### config.mk
export PLATFORM = sky130hd
export DESIGN_NAME = collision_scan_flat
export DESIGN_NICKNAME = d
export VERILOG_FILES = /design/src/rtl/collision_scan_if.sv /design/src/rtl/collision_scan.sv /design/src/flat_wrapper.sv
export SDC_FILE = /design/constraint.sdc
export NUM_CORES = 1
export LEC_CHECK = 0
export BUFFER_PORTS_ARGS = -buffer_cell sky130_fd_sc_hd__buf_2
export CAP_MARGIN = 0
export CORE_MARGIN = 8
export CORE_UTILIZATION = 35
export CTS_BUF_LIST = sky130_fd_sc_hd__clkbuf_8
export DETAILED_ROUTE_END_ITERATION = 10
export GPL_TIMING_DRIVEN = 1
export PLACE_DENSITY = 0.53
export SYNTH_ARGS = -nofsm -noshare
export SYNTH_HDL_FRONTEND = slang
export SYNTH_SLANG_ARGS = --single-unit
### constraint.sdc
create_clock -name CollisionScan_CLOCK_50 -period 3.75 [get_ports CollisionScan_CLOCK_50]
set_input_delay 0.1875 -clock CollisionScan_CLOCK_50 [delete_from_list [all_inputs] [get_ports CollisionScan_CLOCK_50]]
set_output_delay 0.1875 -clock CollisionScan_CLOCK_50 [all_outputs]
set_load 0.005 [all_outputs]
### src/rtl/collision_scan_if.sv
// Handshake and data bundle between the collision scanner and its controller/mux.
// The scanner connects through the slave modport; the controller side uses master.
interface collision_scan_if #(
  parameter int DATAWIDTH_SELECTOR = 3,
  parameter int DATAWIDTH_DATA     = 8
);
  logic                          CollisionScan_Start_In;
  logic                          CollisionScan_Abort_In;
  logic [DATAWIDTH_DATA-1:0]     CollisionScan_FrogMask_Bus_In;
  logic                          CollisionScan_MuxBit_In;
  logic [DATAWIDTH_SELECTOR-1:0] CollisionScan_Select_Bus_Out;
  logic                          CollisionScan_Busy_Out;
  logic                          CollisionScan_Done_Out;
  logic                          CollisionScan_Collision_Out;
  logic [DATAWIDTH_SELECTOR:0]   CollisionScan_ObstacleCount_Bus_Out;

  modport master (
    output CollisionScan_Start_In,
    output CollisionScan_Abort_In,
    output CollisionScan_FrogMask_Bus_In,
    output CollisionScan_MuxBit_In,
    input  CollisionScan_Select_Bus_Out,
    input  CollisionScan_Busy_Out,
    input  CollisionScan_Done_Out,
    input  CollisionScan_Collision_Out,
    input  CollisionScan_ObstacleCount_Bus_Out
  );

  modport slave (
    input  CollisionScan_Start_In,
    input  CollisionScan_Abort_In,
    input  CollisionScan_FrogMask_Bus_In,
    input  CollisionScan_MuxBit_In,
    output CollisionScan_Select_Bus_Out,
    output CollisionScan_Busy_Out,
    output CollisionScan_Done_Out,
    output CollisionScan_Collision_Out,
    output CollisionScan_ObstacleCount_Bus_Out
  );
endinterface

### src/rtl/collision_scan.sv
// Walks an external bit mux across one row, counting obstacle bits and flagging
// any column where an obstacle overlaps the frog mask latched at start.
module collision_scan #(
  parameter int DATAWIDTH_SELECTOR = 3,
  parameter int DATAWIDTH_DATA     = 8
) (
  input  logic             CollisionScan_CLOCK_50,
  input  logic             CollisionScan_RESET_InHigh,
  collision_scan_if.slave  bus_if
);

  localparam int SW = DATAWIDTH_SELECTOR;
  localparam logic [SW-1:0] SEL_LAST = SW'(DATAWIDTH_DATA - 1);

  typedef enum logic [1:0] {IDLE, SCAN, DONE} state_t;

  state_t                    state_q, state_d;
  logic [SW-1:0]             sel_q, sel_d;
  logic [DATAWIDTH_DATA-1:0] mask_q, mask_d;
  logic                      hit_q, hit_d;
  logic [SW:0]               cnt_q, cnt_d;
  logic                      coll_q, coll_d;
  logic [SW:0]               ocnt_q, ocnt_d;

  logic                      sample_hit;
  logic [SW:0]               cnt_next;

  assign sample_hit = bus_if.CollisionScan_MuxBit_In & mask_q[sel_q];
  assign cnt_next   = cnt_q + {{SW{1'b0}}, bus_if.CollisionScan_MuxBit_In};

  always_comb begin
    state_d = state_q;
    sel_d   = sel_q;
    mask_d  = mask_q;
    hit_d   = hit_q;
    cnt_d   = cnt_q;
    coll_d  = coll_q;
    ocnt_d  = ocnt_q;
    case (state_q)
      IDLE: begin
        if (bus_if.CollisionScan_Start_In && !bus_if.CollisionScan_Abort_In) begin
          state_d = SCAN;
          sel_d   = '0;
          mask_d  = bus_if.CollisionScan_FrogMask_Bus_In;
          hit_d   = 1'b0;
          cnt_d   = '0;
        end
      end
      SCAN: begin
        if (bus_if.CollisionScan_Abort_In) begin
          state_d = IDLE;
          sel_d   = '0;
        end else begin
          hit_d = hit_q | sample_hit;
          cnt_d = cnt_next;
          // Last column: publish results including this sample, keep select parked.
          if (sel_q == SEL_LAST) begin
            state_d = DONE;
            coll_d  = hit_q | sample_hit;
            ocnt_d  = cnt_next;
          end else begin
            sel_d = sel_q + SW'(1);
          end
        end
      end
      DONE: begin
        state_d = IDLE;
        sel_d   = '0;
      end
      default: begin
        state_d = IDLE;
        sel_d   = '0;
      end
    endcase
  end

  always_ff @(posedge CollisionScan_CLOCK_50) begin
    if (CollisionScan_RESET_InHigh) begin
      state_q <= IDLE;
      sel_q   <= '0;
      mask_q  <= '0;
      hit_q   <= 1'b0;
      cnt_q   <= '0;
      coll_q  <= 1'b0;
      ocnt_q  <= '0;
    end else begin
      state_q <= state_d;
      sel_q   <= sel_d;
      mask_q  <= mask_d;
      hit_q   <= hit_d;
      cnt_q   <= cnt_d;
      coll_q  <= coll_d;
      ocnt_q  <= ocnt_d;
    end
  end

  assign bus_if.CollisionScan_Select_Bus_Out        = sel_q;
  assign bus_if.CollisionScan_Busy_Out              = (state_q == SCAN);
  assign bus_if.CollisionScan_Done_Out              = (state_q == DONE);
  assign bus_if.CollisionScan_Collision_Out         = coll_q;
  assign bus_if.CollisionScan_ObstacleCount_Bus_Out = ocnt_q;

endmodule

### src/flat_wrapper.sv
// flat-port wrapper written by rule: the top's interface ports become plain ports
module collision_scan_flat 
#(
  parameter int DATAWIDTH_SELECTOR = 3,
  parameter int DATAWIDTH_DATA     = 8
)
  (CollisionScan_CLOCK_50, CollisionScan_RESET_InHigh, bus_if_CollisionScan_Start_In, bus_if_CollisionScan_Abort_In, bus_if_CollisionScan_FrogMask_Bus_In, bus_if_CollisionScan_MuxBit_In, bus_if_CollisionScan_Select_Bus_Out, bus_if_CollisionScan_Busy_Out, bus_if_CollisionScan_Done_Out, bus_if_CollisionScan_Collision_Out, bus_if_CollisionScan_ObstacleCount_Bus_Out);
  collision_scan_if #(.DATAWIDTH_SELECTOR(DATAWIDTH_SELECTOR), .DATAWIDTH_DATA(DATAWIDTH_DATA)) bus_if_i ();
  input  logic CollisionScan_CLOCK_50;
  input  logic CollisionScan_RESET_InHigh;
  input wire logic [$bits(bus_if_i.CollisionScan_Start_In)-1:0] bus_if_CollisionScan_Start_In;
  input wire logic [$bits(bus_if_i.CollisionScan_Abort_In)-1:0] bus_if_CollisionScan_Abort_In;
  input wire logic [$bits(bus_if_i.CollisionScan_FrogMask_Bus_In)-1:0] bus_if_CollisionScan_FrogMask_Bus_In;
  input wire logic [$bits(bus_if_i.CollisionScan_MuxBit_In)-1:0] bus_if_CollisionScan_MuxBit_In;
  output wire logic [$bits(bus_if_i.CollisionScan_Select_Bus_Out)-1:0] bus_if_CollisionScan_Select_Bus_Out;
  output wire logic [$bits(bus_if_i.CollisionScan_Busy_Out)-1:0] bus_if_CollisionScan_Busy_Out;
  output wire logic [$bits(bus_if_i.CollisionScan_Done_Out)-1:0] bus_if_CollisionScan_Done_Out;
  output wire logic [$bits(bus_if_i.CollisionScan_Collision_Out)-1:0] bus_if_CollisionScan_Collision_Out;
  output wire logic [$bits(bus_if_i.CollisionScan_ObstacleCount_Bus_Out)-1:0] bus_if_CollisionScan_ObstacleCount_Bus_Out;
  assign bus_if_i.CollisionScan_Start_In = bus_if_CollisionScan_Start_In;
  assign bus_if_i.CollisionScan_Abort_In = bus_if_CollisionScan_Abort_In;
  assign bus_if_i.CollisionScan_FrogMask_Bus_In = bus_if_CollisionScan_FrogMask_Bus_In;
  assign bus_if_i.CollisionScan_MuxBit_In = bus_if_CollisionScan_MuxBit_In;
  assign bus_if_CollisionScan_Select_Bus_Out = bus_if_i.CollisionScan_Select_Bus_Out;
  assign bus_if_CollisionScan_Busy_Out = bus_if_i.CollisionScan_Busy_Out;
  assign bus_if_CollisionScan_Done_Out = bus_if_i.CollisionScan_Done_Out;
  assign bus_if_CollisionScan_Collision_Out = bus_if_i.CollisionScan_Collision_Out;
  assign bus_if_CollisionScan_ObstacleCount_Bus_Out = bus_if_i.CollisionScan_ObstacleCount_Bus_Out;
  collision_scan #(.DATAWIDTH_SELECTOR(DATAWIDTH_SELECTOR), .DATAWIDTH_DATA(DATAWIDTH_DATA)) u_core (.CollisionScan_CLOCK_50(CollisionScan_CLOCK_50), .CollisionScan_RESET_InHigh(CollisionScan_RESET_InHigh), .bus_if(bus_if_i));
endmodule
* Yosys cells after proc, flatten, opt, wreduce, memory -nomap -nowiden *
Index checks and enable logic that the tools add are counted.
Widths: inputs -> output; s select.

storage, ports and cells
  flip-flop bits (word level) = 23
  word-level logic and storage cells = 45

operators by class
  bitwise operators = 3
  reduce and logical (&&, ||, !) cells = 9
  multiplexer cells = 16
  $add $sub $neg = 2
  eq/ne operators = 7
  magnitude comparators = 1

operators by type and width
  cell                 count
  $mux 3               3
  $mux 4               2
  $pmux 4 s2           1
  $mux 2               3
  $pmux 3 s2           1
  $reduce_and 2->1     3
  $reduce_and 3->1     2
  $add 4x1->4          1
  $lt 3x4->1 const B   1
  $pmux 2 s2           1
  $add 3x1->3 const B  1
  $bmux 1 s3           1
  $eq 3x3->1 const B   1
  $mux 1               3
  $ne 3x2->1 const B   1
  $ne 3x3->1 const B   1
  $eq 2x1->1 const B   1
  $eq 2x2->1 const B   1
  $logic_not 2->1      1
  $ne 2x1->1 const B   1
  $ne 2x2->1 const B   1
  $pmux 1 s2           1
  $reduce_bool 2->1    1
  $and 1x1->1          1
  4 further kinds      4

* Depth between registers and ports, before layout *
  depth in word-level cells = 6
  depth in mapped cells = 6
  gate-level depth less buffers = 6

* Worst setup path after synthesis *
No wires, ideal clock.

  path kind = reg-to-reg
  start point = register u_core.sel_q[1], in the netlist u_core.bus_if.CollisionScan_Select_Bus_Out[1]
  end point = register u_core.sel_q[1], in the netlist u_core.bus_if.CollisionScan_Select_Bus_Out[1]
  slack = 2400 ps
  arrival = 1223 ps
  clock period less this slack = 1350 ps
  stages on the path, launching flop included = 7
  data required time = 3622 ps
  path buffers = 0
  cell sequence = dfxtp_1 -> ha_1 -> ha_1 -> nand3b_1 -> o21ai_0 -> a32oi_1 -> nor2_1

on the way
  cells in the longest elaborated chain, start to end = 4

ends and longest elaborated chain
  item                      line                  text
  start: declaration        collision_scan.sv:18  logic [SW-1:0] sel_q, sel_d;
  start signal: assignment  collision_scan.sv:88  sel_q <= sel_d;
  $add 3x1->3               collision_scan.sv:62  sel_d = sel_q + SW'(1);
  $mux 3                    collision_scan.sv:57  if (sel_q == SEL_LAST) begin
  $mux 3                    collision_scan.sv:50  if (bus_if.CollisionScan_Abort_In) begin
  $pmux 3 s2                collision_scan.sv:39  case (state_q)

Several ways; a longest one is shown, not always the timed one. The select of a mux whose other input is x is not followed.
A chain may end at the register's enable or synchronous reset.

* Worst setup path in the final report *
  start point = register u_core.state_q[1]
  end point = register u_core.cnt_q[1]

on the way
  cells in the longest elaborated chain, start to end = 3

ends and longest elaborated chain
  item                                                 line                  text
  start: declaration                                   collision_scan.sv:17  state_t state_q, state_d;
  start signal: assignment                             collision_scan.sv:87  state_q <= state_d;
  $eq 2x1->1 or $logic_not 2->1 (tied branches)        collision_scan.sv:39
  $ne 2x2->1 (no source line) (tied with other cells)  n/a
  $reduce_and 3->1 (no source line)                    n/a
  end signal: assignment                               collision_scan.sv:91  cnt_q <= cnt_d;
  end: declaration                                     collision_scan.sv:21  logic [SW:0] cnt_q, cnt_d;

Several ways; a longest one is shown, not always the timed one.

==> results.py <==
metrics = {
    "global_routing": {
        "grt_pass1_vias": 869,
        "grt_pass1_wl_um": 3820,
        "grt_max_degree": 25,
        "grt_usage_pct": 9.08,
        "gr-total-overflow": 0,
        "antenna_found_initial": 0,
    },
    "timing": {
        "period_share_pct": 50.3,
        "setup-tns-final_ns": 0,
        "post-route-min-period_ns": 1.89,
        "fmax_ghz": 0.530,
        "relSlewSlack_pct": 33.5,
        "setup_viol_count_final": 0,
        "rsz0062_at_grt": "false",
        "fin_ws_ns": 1.86,
        "maxSlewViolCount": 0,
        "worst_slew_pin_slew_ns": 0.995,
        "finalHoldViolCount": 0,
        "skew_ns": 0.00504,
    },
    "worst_setup_path": {
        "critical_path.max_fanout": 11,
        "rr_startpoint": "u_core.state_q[1]",
        "crit_type": "reg -> reg",
        "critPathRequiredTime_ns": 3.89,
        "crit_path_end_kind": "flop",
        "cp-startpoint": "u_core.state_q[1]",
        "r2r-end": "u_core.cnt_q[1]",
        "rrSetupSlack_ns": 1.86,
        "critPathLaunchType": "flop",
        "worst-r2r-cell-count": 4,
        "critPathArrivalTime_ns": 2.02,
    },
    "finish": {
        "final_util_pct": 43.8,
        "layout-drive-gt1-share_pct": 22.0,
        "synthToLayoutAreaGrowth_pct": 18.0,
        "final_area_um2": 1210,
        "fin_nets": 159,
        "n_antenna_cell": 0,
    },
    "clock_network": {
        "post_cts_resize_count": 0,
        "cts_tree": "yes",
        "cts_max_level": 1,
        "cts_sinks": 23,
        "cts_hold_buf": 0,
        "clkSlewWorstSetupHoldPaths_ns": 0.08,
        "cts_root_buf": "clkbuf_8",
        "post-cts-setup-buffers": 0,
        "cts_buffer_depth": 2,
        "cts_made_buffers": 3,
        "worstSkewPairLatency_ns": 0.26,
    },
    "floorplanning": {
        "num_io_pins": 23,
        "dieArea_um2": 4910,
        "die_h_um": 70.1,
        "initial_core_util_pct": 37.1,
        "design.core.area_um2": 2760,
        "num_rows": 19,
        "fp.dieW_um": 70.1,
    },
    "routing": {
        "via_per_inst": 4.99,
        "wl_per_cell_um": 13.5,
        "final_antenna_net_count": 0,
        "first_pass_iters": 4,
        "drt_iter0_markers": 40,
        "drc": 0,
        "routed_wirelength_um": 2320,
        "vias": 859,
    },
    "power": {
        "p_per_area_nw_per_um2": 364,
        "p_leak_nw": 0.481,
        "fin_total_pwr_mw": 0.440,
        "max-vdd-ir-drop_mv": 0.192,
    },
    "synth": {
        "synth-seq-area-share_pct": 45.0,
        "ys_warn_count": 0,
        "synthCells": 119,
        "postSynthAreaPerCell_um2": 8.60,
        "netlist_area_um2": 1020,
        "syn-num-nets": 136,
        "ys_ff_latch": 23,
        "yosys.cell_types.count": 30,
    },
    "placed_design": {
        "dpl_cell_area_um2": 1160,
        "port_buffers": 22,
        "dp_hpwl_um": 1620,
        "dp_slack_ns": 1.84,
        "routabilityCongestion": 0.711,
    },
    "hold_path": {
        "whs_endpoint": "u_core.mask_q[6]",
        "hp-start": "bus_if_CollisionScan_FrogMask_Bus_In[6]",
        "holdPathStages": 3,
        "min_path_type": "in -> reg",
    },
    "status": {
        "status": "completed",
    },
    "flow_run": {
        "maxCapViolCount": 0,
    },
}
## through the flow
stage	hold slack [ns]	std cells
floorplan	0.252	119
global placement	0.431	168
detailed placement	0.437	168
CTS	0.154	172
global route	0.154	172
finish	0.155	172
## synth_stat cells (all sizes together)
cell type	count	area share (%)
a211oi	1	1.2
a21oi	12	5.9
nor4b	1	0.86
nand2	24	9.0
nor3b	2	2.6
o21ai	1	0.49
nand3	1	0.49
nand3b	3	2.2
or3b	1	0.86
a31oi	1	0.61
a22oi	3	2.2
o32ai	1	0.86
nor3	4	2.0
nor2b	2	1.2
nor2	16	5.9
inv	1	0.37
and2	1	0.86
ha	4	4.9
xnor2	2	1.7
clkbuf	3	1.2
o31ai	1	0.73
nand2b	2	1.2
a32oi	2	1.7
dfxtp	23	45
buf	1	0.49
o22ai	1	0.61
mux2i	5	4.9
## registers in the layout (all words and copies together) (netlist names)
register                                           count
u_core.hit_q                                           1
u_core.mask_q                                          8
u_core.state_q                                         2
u_core.bus_if.CollisionScan_Collision_Out              1
u_core.bus_if.CollisionScan_ObstacleCount_Bus_Out      4
u_core.bus_if.CollisionScan_Select_Bus_Out             3
u_core.cnt_q                                           4
## worst max-delay path by stage
stage	end	depth (start not counted)	slack [ns]
final	u_core.cnt_q[1]	4	1.86
after floorplan	u_core.bus_if.CollisionScan_Select_Bus_Out[1]	6	2.40
after global placement	u_core.cnt_q[3]	4	1.89
after detailed placement	u_core.cnt_q[3]	4	1.84
after CTS	u_core.cnt_q[1]	4	1.78
after global routing	u_core.cnt_q[1]	4	1.66
## cell families (layout without fill, tap and decap cells)
kind of cell             Yosys count  after routing  share of synthesized area [%]
flip-flops                        23             23                           45.0
AO/OA/AOI/OAI                     23             23                           14.3
multiplexers                       5              5                           4.89
XOR/XNOR                           2              2                           1.71
AND/OR/NAND/NOR                   57             57                           27.1
adder cells (fa/ha/maj)            4              4                           4.89
buffers and inverters              5             27                           2.08
## report_power, final
part / leakage [nW] / total, mW / internal (mW) / switching [mW]
Combinational: 0.269 / 0.0341 / 0.0143 / 0.0198
Sequential: 0.186 / 0.254 / 0.249 / 0.00430
Clock: 0.0255 / 0.152 / 0.0741 / 0.0779
## worst max-delay path: stages, from the launching register on
cell and delay [ns]:
dfxtp_1 0.39, nor4b_2 0.90, nor2_1 0.19, a22oi_1 0.23, nor2_1 0.06
## layout make-up
cell class | count | area [µm²]
Inverter | 1 | 3.75
Timing Repair Buffer | 22 | 110
Sequential cell | 23 | 460
Fill cell | 279 | 1550
Tap cell | 31 | 38.8
Multi-Input combinational cell | 91 | 548
Clock buffer | 3 | 41.3
Clock inverter | 1 | 5.00
## layer usage
layer | global-route usage, % | vias up | routed length [µm]
met5 | 0 | - | 0
met4 | 2.68 | 0 | 14
met3 | 2.97 | 2 | 108
met2 | 15.2 | 15 | 1060
met1 | 10.7 | 386 | 1140
li1 | - | 456 | -
## placed cells by master, fill, tap and decap left out, types with 2 or more instances in the layout
master | Yosys | routed
nand2_1 | 23 | 23
ha_1 | 4 | 4
nand3b_1 | 3 | 3
a22oi_1 | 3 | 3
nor2b_1 | 2 | 2
buf_2 | 1 | 22
nor3_1 | 4 | 4
a32oi_1 | 2 | 2
nand2b_1 | 2 | 2
nor2_1 | 16 | 16
xnor2_1 | 2 | 2
dfxtp_1 | 23 | 23
mux2i_1 | 5 | 5
clkbuf_8 | 0 | 3
a21oi_1 | 12 | 12
Power figures use the tool's default switching activity.
